===== config.mk =====
export PLATFORM = sky130hd
export DESIGN_NAME = cell_eval_sequencer
export DESIGN_NICKNAME = d
export VERILOG_FILES = /design/src/rtl/cell_eval_pkg.sv /design/src/rtl/cell_eval_golden.sv /design/src/rtl/cell_eval_sequencer.sv
export SDC_FILE = /design/constraint.sdc
export NUM_CORES = 1
export LEC_CHECK = 0
export ABC_AREA = 1
export CAP_MARGIN = 15
export CORE_MARGIN = 2
export CORE_UTILIZATION = 52
export DETAILED_ROUTE_END_ITERATION = 6
export PLACE_DENSITY = 0.79
export SKIP_LAST_GASP = 1
export SYNTH_ARGS = -nofsm -noshare
export SYNTH_HDL_FRONTEND = slang
export SYNTH_SLANG_ARGS = --single-unit

===== constraint.sdc =====
create_clock -name clk -period 2.4 [get_ports clk]
set_clock_uncertainty 0.2 [all_clocks]
set_input_delay 0.48 -clock clk [delete_from_list [all_inputs] [get_ports clk]]
set_output_delay 0.48 -clock clk [all_outputs]
set_load 0.05 [all_outputs]

===== src/rtl/cell_eval_pkg.sv =====
// cell_eval_pkg: shared types and the default full-adder golden table for the cell sequencer
package cell_eval_pkg;
  typedef enum logic [1:0] {IDLE, SETTLE, RESP} state_t;
  typedef logic [2:0] vec_t;
  typedef logic [1:0] res_t;
  // {carry,sum} for v = {a,b,c}, two bits per vector, v=0 in the low bits
  localparam logic [15:0] GOLDEN_FA = 16'hE994;
endpackage


===== src/rtl/cell_eval_golden.sv =====
// cell_eval_golden: combinational lookup of the expected {Y1,Y0} for a vector {a,b,c}
module cell_eval_golden
  import cell_eval_pkg::*;
#(
  parameter logic [15:0] GOLDEN = GOLDEN_FA
) (
  input  logic [2:0] abc,
  output logic [1:0] y
);
  assign y = GOLDEN[{abc, 1'b0} +: 2];
endmodule


===== src/rtl/cell_eval_sequencer.sv =====
// cell_eval_sequencer: drives a 3-input cell, waits a settle interval, captures Y and checks it against a golden table
module cell_eval_sequencer
  import cell_eval_pkg::*;
#(
  parameter int          SETTLE_CYCLES = 4,
  parameter logic [15:0] GOLDEN        = GOLDEN_FA,
  parameter int          ERR_W         = 8
) (
  input  logic             clk,
  input  logic             rst,
  input  logic             req_valid,
  output logic             req_ready,
  input  logic [2:0]       req_abc,
  input  logic             sweep_start,
  output logic             busy,
  output logic             cell_a,
  output logic             cell_b,
  output logic             cell_c,
  input  logic             cell_y1,
  input  logic             cell_y0,
  output logic             rsp_valid,
  input  logic             rsp_ready,
  output logic [2:0]       rsp_abc,
  output logic [1:0]       rsp_y,
  output logic             rsp_mismatch,
  output logic             sweep_done,
  output logic [ERR_W-1:0] err_count
);
  state_t state, state_d;
  vec_t vec, vec_d, abc_d;
  res_t gold_y, y_d;
  logic [7:0] cnt, cnt_d;
  logic sweep, sweep_d, valid_d, mis_d, done_d;
  logic [ERR_W-1:0] err_d;

  cell_eval_golden #(.GOLDEN(GOLDEN)) u_golden (.abc(vec), .y(gold_y));

  assign {cell_a, cell_b, cell_c} = vec;
  assign busy = state != IDLE;

  always_comb begin
    state_d = state;
    vec_d = vec;
    cnt_d = cnt;
    sweep_d = sweep;
    err_d = err_count;
    valid_d = rsp_valid;
    abc_d = rsp_abc;
    y_d = rsp_y;
    mis_d = rsp_mismatch;
    done_d = 1'b0;
    req_ready = 1'b0;
    case (state)
      IDLE: begin
        req_ready = !sweep_start && !rst;
        if (sweep_start) begin
          vec_d = '0;
          cnt_d = 8'(SETTLE_CYCLES);
          sweep_d = 1'b1;
          err_d = '0;
          state_d = SETTLE;
        end else if (req_valid) begin
          vec_d = req_abc;
          cnt_d = 8'(SETTLE_CYCLES);
          sweep_d = 1'b0;
          state_d = SETTLE;
        end
      end
      SETTLE: begin
        cnt_d = cnt - 8'd1;
        if (cnt == 8'd1) begin
          y_d = {cell_y1, cell_y0};
          abc_d = vec;
          mis_d = {cell_y1, cell_y0} != gold_y;
          valid_d = 1'b1;
          state_d = RESP;
        end
      end
      RESP: if (rsp_ready) begin
        valid_d = 1'b0;
        err_d = (rsp_mismatch && !(&err_count)) ? err_count + ERR_W'(1) : err_count;
        if (sweep && vec != 3'd7) begin
          vec_d = vec + 3'd1;
          cnt_d = 8'(SETTLE_CYCLES);
          state_d = SETTLE;
        end else begin
          done_d = sweep;
          sweep_d = 1'b0;
          state_d = IDLE;
        end
      end
      default: state_d = IDLE;
    endcase
  end

  always_ff @(posedge clk or posedge rst)
    if (rst) begin
      state <= IDLE;
      vec <= '0;
      cnt <= '0;
      sweep <= 1'b0;
      err_count <= '0;
      rsp_valid <= 1'b0;
      rsp_abc <= '0;
      rsp_y <= '0;
      rsp_mismatch <= 1'b0;
      sweep_done <= 1'b0;
    end else begin
      state <= state_d;
      vec <= vec_d;
      cnt <= cnt_d;
      sweep <= sweep_d;
      err_count <= err_d;
      rsp_valid <= valid_d;
      rsp_abc <= abc_d;
      rsp_y <= y_d;
      rsp_mismatch <= mis_d;
      sweep_done <= done_d;
    end
endmodule

### Word level (Yosys, flattened, before mapping)

Cells that the tools add are included.

* add/sub/neg operators: 3
* eq/ne operators: 12
* shift operators: 1
* mux-type cells: 32
* reduce and logical (&&, ||, !) cells: 19

Operators by type and width (number)
* $mux 8: 7
* $pmux 8 s3: 1
* $pmux 8 s2: 1
* $reduce_and 4->1: 4
* $shiftx 16x5->2 const A: 1
* $mux 3: 4
* $ne 2x2->1 const B: 6
* $mux 1: 11
* $add 8x1->8 const B: 1
* $eq 8x1->1 const B: 1
* $mux 2: 4
* $reduce_and 8->1: 1
* $sub 8x1->8 const B: 1
* $ne 3x3->1 const B: 2
* $pmux 2 s3: 1
* $pmux 3 s2: 1
* $reduce_and 3->1: 2
* $reduce_bool 2->1: 3
* $pmux 1 s2: 2
* $add 3x1->3 const B: 1
* $logic_and 1x1->1: 3
* $logic_not 1->1: 3
* $reduce_bool 3->1: 1
* $eq 2x1->1 const B: 1
* other kinds (4): 4

* register bits: 30
* output and inout port bits: 21
* word-level logic and storage cells: 77

### Depth between registers and ports, before layout

Gate-level depths: netlist of run 1.

* word-level depth: 6
* gate-level depth with buffers: 9

### Cells and area by module

From an unflattened synthesis of run 1, not the netlist that was laid out.

* cells, all modules: 250
* area total of the unflattened synthesis: 1903.1 µm²

By module, submodules not included
* cell_eval_sequencer: times used 1, cells an instance 237, area an instance 1836.8 µm²
* cell_eval_golden: times used 1, cells an instance 13, area an instance 66.3 µm²

### Least setup slack after synthesis of run 1

No wires, ideal clock.

* kind: flip-flop to output port
* from: register state[0]
* to: output req_ready
* arrival time: 1.332 ns
* setup slack: 0.388 ns
* cell stages (with the launch flop): 4
* path through: dfrtp_1 > nor2_1 > nand2_1 > nor2_1

* cells in the longest elaborated chain, start to end: 2

Ends and longest elaborated chain
* from (decl): line cell_eval_sequencer.sv:29 `state_t state, state_d;`
* from (signal assigned): line cell_eval_sequencer.sv:109 `state <= state_d;`
* $logic_not 2->1: line cell_eval_sequencer.sv:53 `case (state)`
* $mux 1: line cell_eval_sequencer.sv:53
* to (decl): line cell_eval_sequencer.sv:12 `output logic req_ready,`

No other way between the ends.

### Final worst setup path of run 1

* from: register vec[2]
* to: output cell_a

RTL lines
* from (decl): line cell_eval_sequencer.sv:30 `vec_t vec, vec_d, abc_d;`
* from (signal assigned): line cell_eval_sequencer.sv:110 `vec <= vec_d;`
* to (decl): line cell_eval_sequencer.sv:16 `output logic cell_a,`

No word-level cell between the ends.

==> results_dict.tcl, run 1 <==
set metrics [dict create \
    fp.dieArea_sq_um 3854 \
    average_wire_per_cell_in_the_routed_design_um 11.09 \
    powerDensity_nw_per_um2 1066 \
    vdd_drop_max_mv 0.8123 \
    crit_type "reg -> out" \
    finish.utilization_pct 66.17 \
    yosysWarningCount 0 \
    htreeDepth 2 \
    ys_seq_elements 30 \
    placement_rows 21 \
    power_frac_comb_pct 52.7 \
    share_clk_of_total_power_pct 13.4 \
    syn_to_final_growth_pct 23.89 \
    critical_path_cell_count 1 \
    min_period_over_period_pct 96.84 \
    p_switching_mw 1.091 \
    p_seq_share_pct 33.9 \
    chipWidth_um 62.08 \
    min-delay-path-class "reg -> reg" \
    finalMaxSlewViolations 0 \
    netSwitchingFraction_pct 47.09 \
    rr_endpoint "vec[1]" \
    reg2reg_from "vec[1]" \
    post_synth_instance_area_sq_um 1754 \
    buffers_on_ports 30 \
    worst_setup_path_start_kind "flip-flop" \
    die_height_um 62.08 \
    wirelength_mm 3.504 \
    finish.instance_area_sq_um 2173 \
    place.gp.congestion 0.8226 \
    r2r_slack_ps 510 \
    worst_path_cell_with_the_longest_stage_delay "clkdlybuf4s50_1" \
    timing.final.crit_period_ps 2324 \
    r2r.worst_path.cells 6 \
    netlist-cell-type-count 27 \
    detailedRoute.firstPassIterationCount 4 \
    initial_utilization_pct 53.41 \
    max_clock_freq_ghz 0.4303 \
    clk_path_buf_depth 2 \
    first_iter_violations 96 \
    critical_path_required_ps 1720 \
    tritoncts_clock_tree "built" \
    via_count 1546 \
    drive_above_1_share_pct 11.11 \
    synth_seq_area_share_pct 42.80 \
    crit_path_arrival_time_ps 1640 \
    ys_top_cells_by_area "dfrtp_1 43%, nand2_1 16%, nand3_1 6.6%" \
    number_of_global_route_vias_before_repair 1422 \
    post-dp-hpwl_mm 2.650 \
    asyncSetResetFlopFracSynth_pct 100.0 \
    synth.most_common_cell "nand2_1" \
    timing_hold_violations_final 0 \
    avgViaCountPerCell 4.892 \
    tritoncts_num_sinks 30 \
    finalSetupViolations 0 \
    synthDominantAreaCellType "dfrtp_1" \
    internal_power_mw 1.225 \
    launch_point_of_the_worst_hold_path "rsp_y[0]" \
    cp_top_family "buffers and inverters" \
    cts-root-buf "clkbuf_4" \
    cts-buffers-inserted 5 \
    setup.worst_path.start "vec[2]" \
    timing.max_slew.rel_slack_pct 65.87 \
    grt_usage_pct 21.35 \
    worstPathCellList "clkdlybuf4s50_1" \
    critPathCaptureType "output port" \
    postSynthNetCount 249 \
    rsz_0062_raised_after_global_routing "no" \
    critical_path.max_stage_delay_ps 850 \
    grt_pass1_wl_mm 5.885 \
    cts.reportedPaths.clkPinSlew_ps 90 \
    worst_slew_pin_slew_ps 510.3 \
    nets 285 \
    initial_antenna_violation_count 0 \
    synthFlopType "dfrtp_1" \
    synth_enable_flop_cells 0 \
    syn_area_per_cell_sq_um 7.529 \
    synth_largest_type_area_fraction_pct 42.80 \
    run_status "completed" \
    synth_commonest_cells "77 x nand2_1, 30 x dfrtp_1, 27 x inv_1, 23 x nand3_1, 20 x nor2_1" \
    maximum_number_of_pins_on_one_net_before_global_route_repair 31 \
    worst-path-max-fanout 6 \
    timing.setup.tns_ps 0 \
    max-cap-violations 0 \
    hold_ws_ps 287.2 \
    critical_path.n_buffers_inverters 1 \
    grt_remaining_overflow 0 \
    n_antenna_cell 0 \
    netlist_instances 233 \
    clock_latency_ps 330 \
    ant_nets_after_route 0 \
    critPathCapture "cell_a" \
    placed_cell_area_sq_um 2111 \
    power.static_leakage_nw 1.084 \
    design.core.area_sq_um 3284 \
    ioPinCount 31 \
    drc 0 \
]
-- cell type report --
cell class,instances,area (sq um)
Fill cell,298,1111
Clock buffer,7,55.05
Inverter,32,120.1
Clock inverter,1,5.005
Sequential cell,30,750.7
Timing Repair Buffer,31,317.8
Tap cell,46,57.56
Multi-Input combinational cell,169,867.1
-- metal layers --
metal / wire (um) / up-vias / global-route usage [%] / part of all wire, %
li1: - / 803 / - / -
met1: 1637 / 704 / 25.53 / 47
met3: 122 / 9 / 5.590 / 3.5
met4: 80 / 0 / 10.64 / 2.3
met5: 0 / - / 0 / 0
met2: 1664 / 30 / 35.42 / 47
-- power by group through the flow --
| stage | Combinational (mW) | Clock (mW) | Sequential (mW) |
|---|---|---|---|
| CTS | 1.23 | 0.325 | 0.788 |
| finish | 1.22 | 0.310 | 0.785 |
| floorplan | 0.637 | 0 | 1.05 |
| global route | 1.34 | 0.343 | 0.810 |
| detailed placement | 1.22 | 0 | 0.797 |
| global placement | 1.21 | 0 | 0.792 |
-- cells by family (layout without fill, tap and decap cells) --
family / after synthesis / after routing / synth area share [%]
adder cells (fa/ha/maj): 6 / 6 / 4.279
flip-flops: 30 / 30 / 42.80
AO/OA/AOI/OAI: 21 / 21 / 7.632
buffers and inverters: 34 / 71 / 7.775
XOR/XNOR: 6 / 6 / 2.996
AND/OR/NAND/NOR: 136 / 136 / 34.52
-- per-stage QoR --
step | instances | total power, mW | setup WS (ps)
2_1_floorplan | 233 | 1.687 | 388.4
3_3_place_gp | 308 | 1.998 | 266.4
3_5_place_dp | 308 | 2.020 | 235.7
4_1_cts | 316 | 2.341 | 54.56
5_1_grt | 316 | 2.495 | 8.807
6_report | 316 | 2.316 | 75.78
-- worst reg2reg max path, cell delays in order (launching register included) --
cell and delay, ps:
dfrtp_1 410, ha_1 220, ha_1 200, nor2_1 130
nor2_2 90, nor3_2 370, o21ai_0 130
-- cell usage in the layout (no fill, tap or decap), drive strengths merged --
cell           Yosys  layout
nor3b              2       2
nand2             80      80
xnor2              2       2
nor2              25      25
clkdlybuf4s50      0      27
nand3             23      23
buf                2       3
clkbuf             0       7
a21o               1       1
nand3b             1       1
o21ai             14      14
nand4              1       1
dlymetal6s2s       0       1
o21bai             2       2
clkinv             0       1
nor3               3       3
a21boi             1       1
or2                1       1
inv               32      32
dfrtp             30      30
o22ai              3       3
xor2               4       4
ha                 6       6
-- worst min-delay path by stage --
stage	endpoint	slack [ps]	depth (start not counted)
2_1_floorplan	sweep_done	280	2
3_3_place_gp	rsp_valid	260	2
3_5_place_dp	rsp_y[0]	270	2
4_1_cts	rsp_y[0]	300	2
5_1_grt	rsp_abc[0]	320	2
6_report	rsp_y[0]	290	2
-- state kept, by name, summed over array words and instances (netlist names), 2 cells and up --
signal	flops
rsp_y	2
cnt	8
rsp_abc	3
state	2
err_count	8
vec	3
-- what timing repair did --
action | 4_1_cts | 5_1_grt
hold buffers | 0 | 0
endpoints found under the setup margin | 0 | 1
setup buffers | 0 | 0
gates resized for setup | 0 | 1
Note: power is estimated with default switching activity, not from simulation.
==> run 2: changes to the inputs <==
Settings changed: SLEW_MARGIN set to 5.
==> results of run 2 <==
Final layout, timing and power as in run 1 (identical DEF).
==> run 3: changes to the inputs <==
Settings changed: RECOVER_POWER set to 50, REMOVE_ABC_BUFFERS set to 1.
==> run 3 against run 2 <==
  * First-iteration DRC count down 17%
  * Worst setup slack worse by 2.8 ps
  * Sequential power up 0.5%
  * Hold slack better by 7.6 ps
  * Non-clock buffer count unchanged
  * Critical path depth unchanged
  * Count of clock-buffer cells in the layout up 1
  * Global-route usage up 0.48 points
  * Die area unchanged
  * Final cell count unchanged
  * Largest cell class unchanged
  * Largest power group unchanged
  * Highest routed layer unchanged
==> results_dict.tcl, run 3 (same netlist as run 1, synthesis figures left out) <==
set metrics [dict create \
    number_of_global_route_vias_before_repair 1390 \
    first_iter_violations 80 \
    initial_antenna_violation_count 0 \
    grt_usage_pct 21.82 \
    fp.dieArea_sq_um 3854 \
    worst_setup_path_start_kind "flip-flop" \
    timing.max_slew.rel_slack_pct 50.30 \
    drc 0 \
    critPathCaptureType "output port" \
    crit_path_arrival_time_ps 1650 \
    worst_slew_pin_slew_ps 745.5 \
    hold_ws_ps 294.8 \
    buffers_on_ports 30 \
    post_cts_buffers 0 \
    nets 285 \
    finish.instance_area_sq_um 2160 \
    finalSetupViolations 0 \
    critical_path_cell_count 1 \
    ant_nets_after_route 0 \
    post_cts_resize_count 0 \
    timing.setup.tns_ps 0 \
    clock_latency_ps 330 \
    cp_top_family "buffers and inverters" \
    biggestRegsByFlops "cnt (8), err_count (8)" \
    drive_above_1_share_pct 8.519 \
    cts.reportedPaths.clkPinSlew_ps 90 \
    chipWidth_um 62.08 \
    place_ws_ps 228.8 \
    max_clock_freq_ghz 0.4297 \
    critical_path.n_buffers_inverters 1 \
    power.total_mw 2.348 \
    maximum_number_of_pins_on_one_net_before_global_route_repair 31 \
    cts-buffers-inserted 5 \
    detailedRoute.firstPassIterationCount 4 \
    placed_cell_area_sq_um 2111 \
    tritoncts_clock_tree "built" \
    timing_hold_violations_final 0 \
    average_wire_per_cell_in_the_routed_design_um 11.08 \
    tritoncts_num_sinks 30 \
    htreeDepth 2 \
    most_common_cell_after_layout_fill_and_taps_aside "nand2_1" \
    cts-root-buf "clkbuf_4" \
    max-cap-violations 0 \
    crit_type "reg -> out" \
    place.detailed.instances 308 \
    powerDensity_nw_per_um2 1087 \
    r2r_slack_ps 440 \
    rsz_0062_raised_after_global_routing "no" \
    power.static_leakage_nw 1.067 \
    worst_path_cell_with_the_longest_stage_delay "clkdlybuf4s50_1" \
    via_count 1576 \
    initial_utilization_pct 53.41 \
    placement_rows 21 \
    worstPathCellList "clkdlybuf4s50_1" \
    design.core.area_sq_um 3284 \
    place.gp.congestion 0.8737 \
    run_status "completed" \
    ioPinCount 31 \
    layoutNonFillerInstCount 316 \
    timing.hold.worst_path_depth 2 \
    grt_pass1_wl_mm 6.030 \
    critical_path.max_stage_delay_ps 840 \
    finish.utilization_pct 65.75 \
    die_height_um 62.08 \
    postLayoutSetupSlackWorst_ps 72.97 \
    grt_remaining_overflow 0 \
    timing.final.crit_period_ps 2327 \
    avgViaCountPerCell 4.987 \
    wirelength_mm 3.500 \
    min_period_over_period_pct 96.96 \
    vdd_drop_max_mv 0.8477 \
    worst-path-max-fanout 8 \
    r2r.worst_path.cells 6 \
    syn_to_final_growth_pct 23.11 \
    critical_path_required_ps 1720 \
    n_antenna_cell 0 \
    ctsHoldBuffers 0 \
    finalMaxSlewViolations 0 \
    post-dp-hpwl_mm 2.612 \
    min-delay-path-class "reg -> reg" \
    clk_path_buf_depth 2 \
    layout_common_cells "78 x nand2_1, 30 x dfrtp_1, 28 x inv_1, 27 x clkdlybuf4s50_1, 23 x nand3_1" \
]
[run 3: cell count changes in the layout (fill, tap and decap cells not counted), moves of 2 or more]
cell,change
clkbuf_8,+2
nor2_1,+2
o21ai_0,+4
o21ai_2,-4
[run 3: layer usage]
layer / up-vias / GRT usage, % / share of wire [%]
met5: - / 0 / 0
met4: 0 / 9.119 / 2.1
met3: 7 / 7.039 / 5.4
met2: 33 / 34.23 / 47
met1: 731 / 27.76 / 46
li1: 805 / - / -
[run 3: worst reg2reg max path, stage by stage, from the launching register on]
cell,delay [ps]
dfrtp_1,460
inv_2,120
nand2_1,260
nor2_1,440
nand2_1,90
a21boi_0,180
o21ai_0,90
[run 3: worst paths after layout]
kind                              start      endpoint
max                        err_count[5]  err_count[5]
min                          rsp_abc[1]    rsp_abc[1]
max reg2reg                    state[0]         sweep
min reg2reg                  rsp_abc[1]    rsp_abc[1]
max in group asynchronous           rst        cnt[5]
min in group asynchronous           rst    sweep_done
[run 3: layout make-up]
class / instances / area [sq um]
Clock buffer: 8 / 78.83
Fill cell: 299 / 1125
Inverter: 32 / 120.1
Multi-Input combinational cell: 169 / 839.6
Sequential cell: 30 / 750.7
Tap cell: 46 / 57.56
Timing Repair Buffer: 31 / 312.8
[run 3: power breakdown]
part           switching [mW]  internal, mW  leakage [nW]
clock                   0.170         0.200        0.0446
combinational           0.780         0.410         0.637
sequential              0.126         0.663         0.386
total                    1.08          1.27          1.07
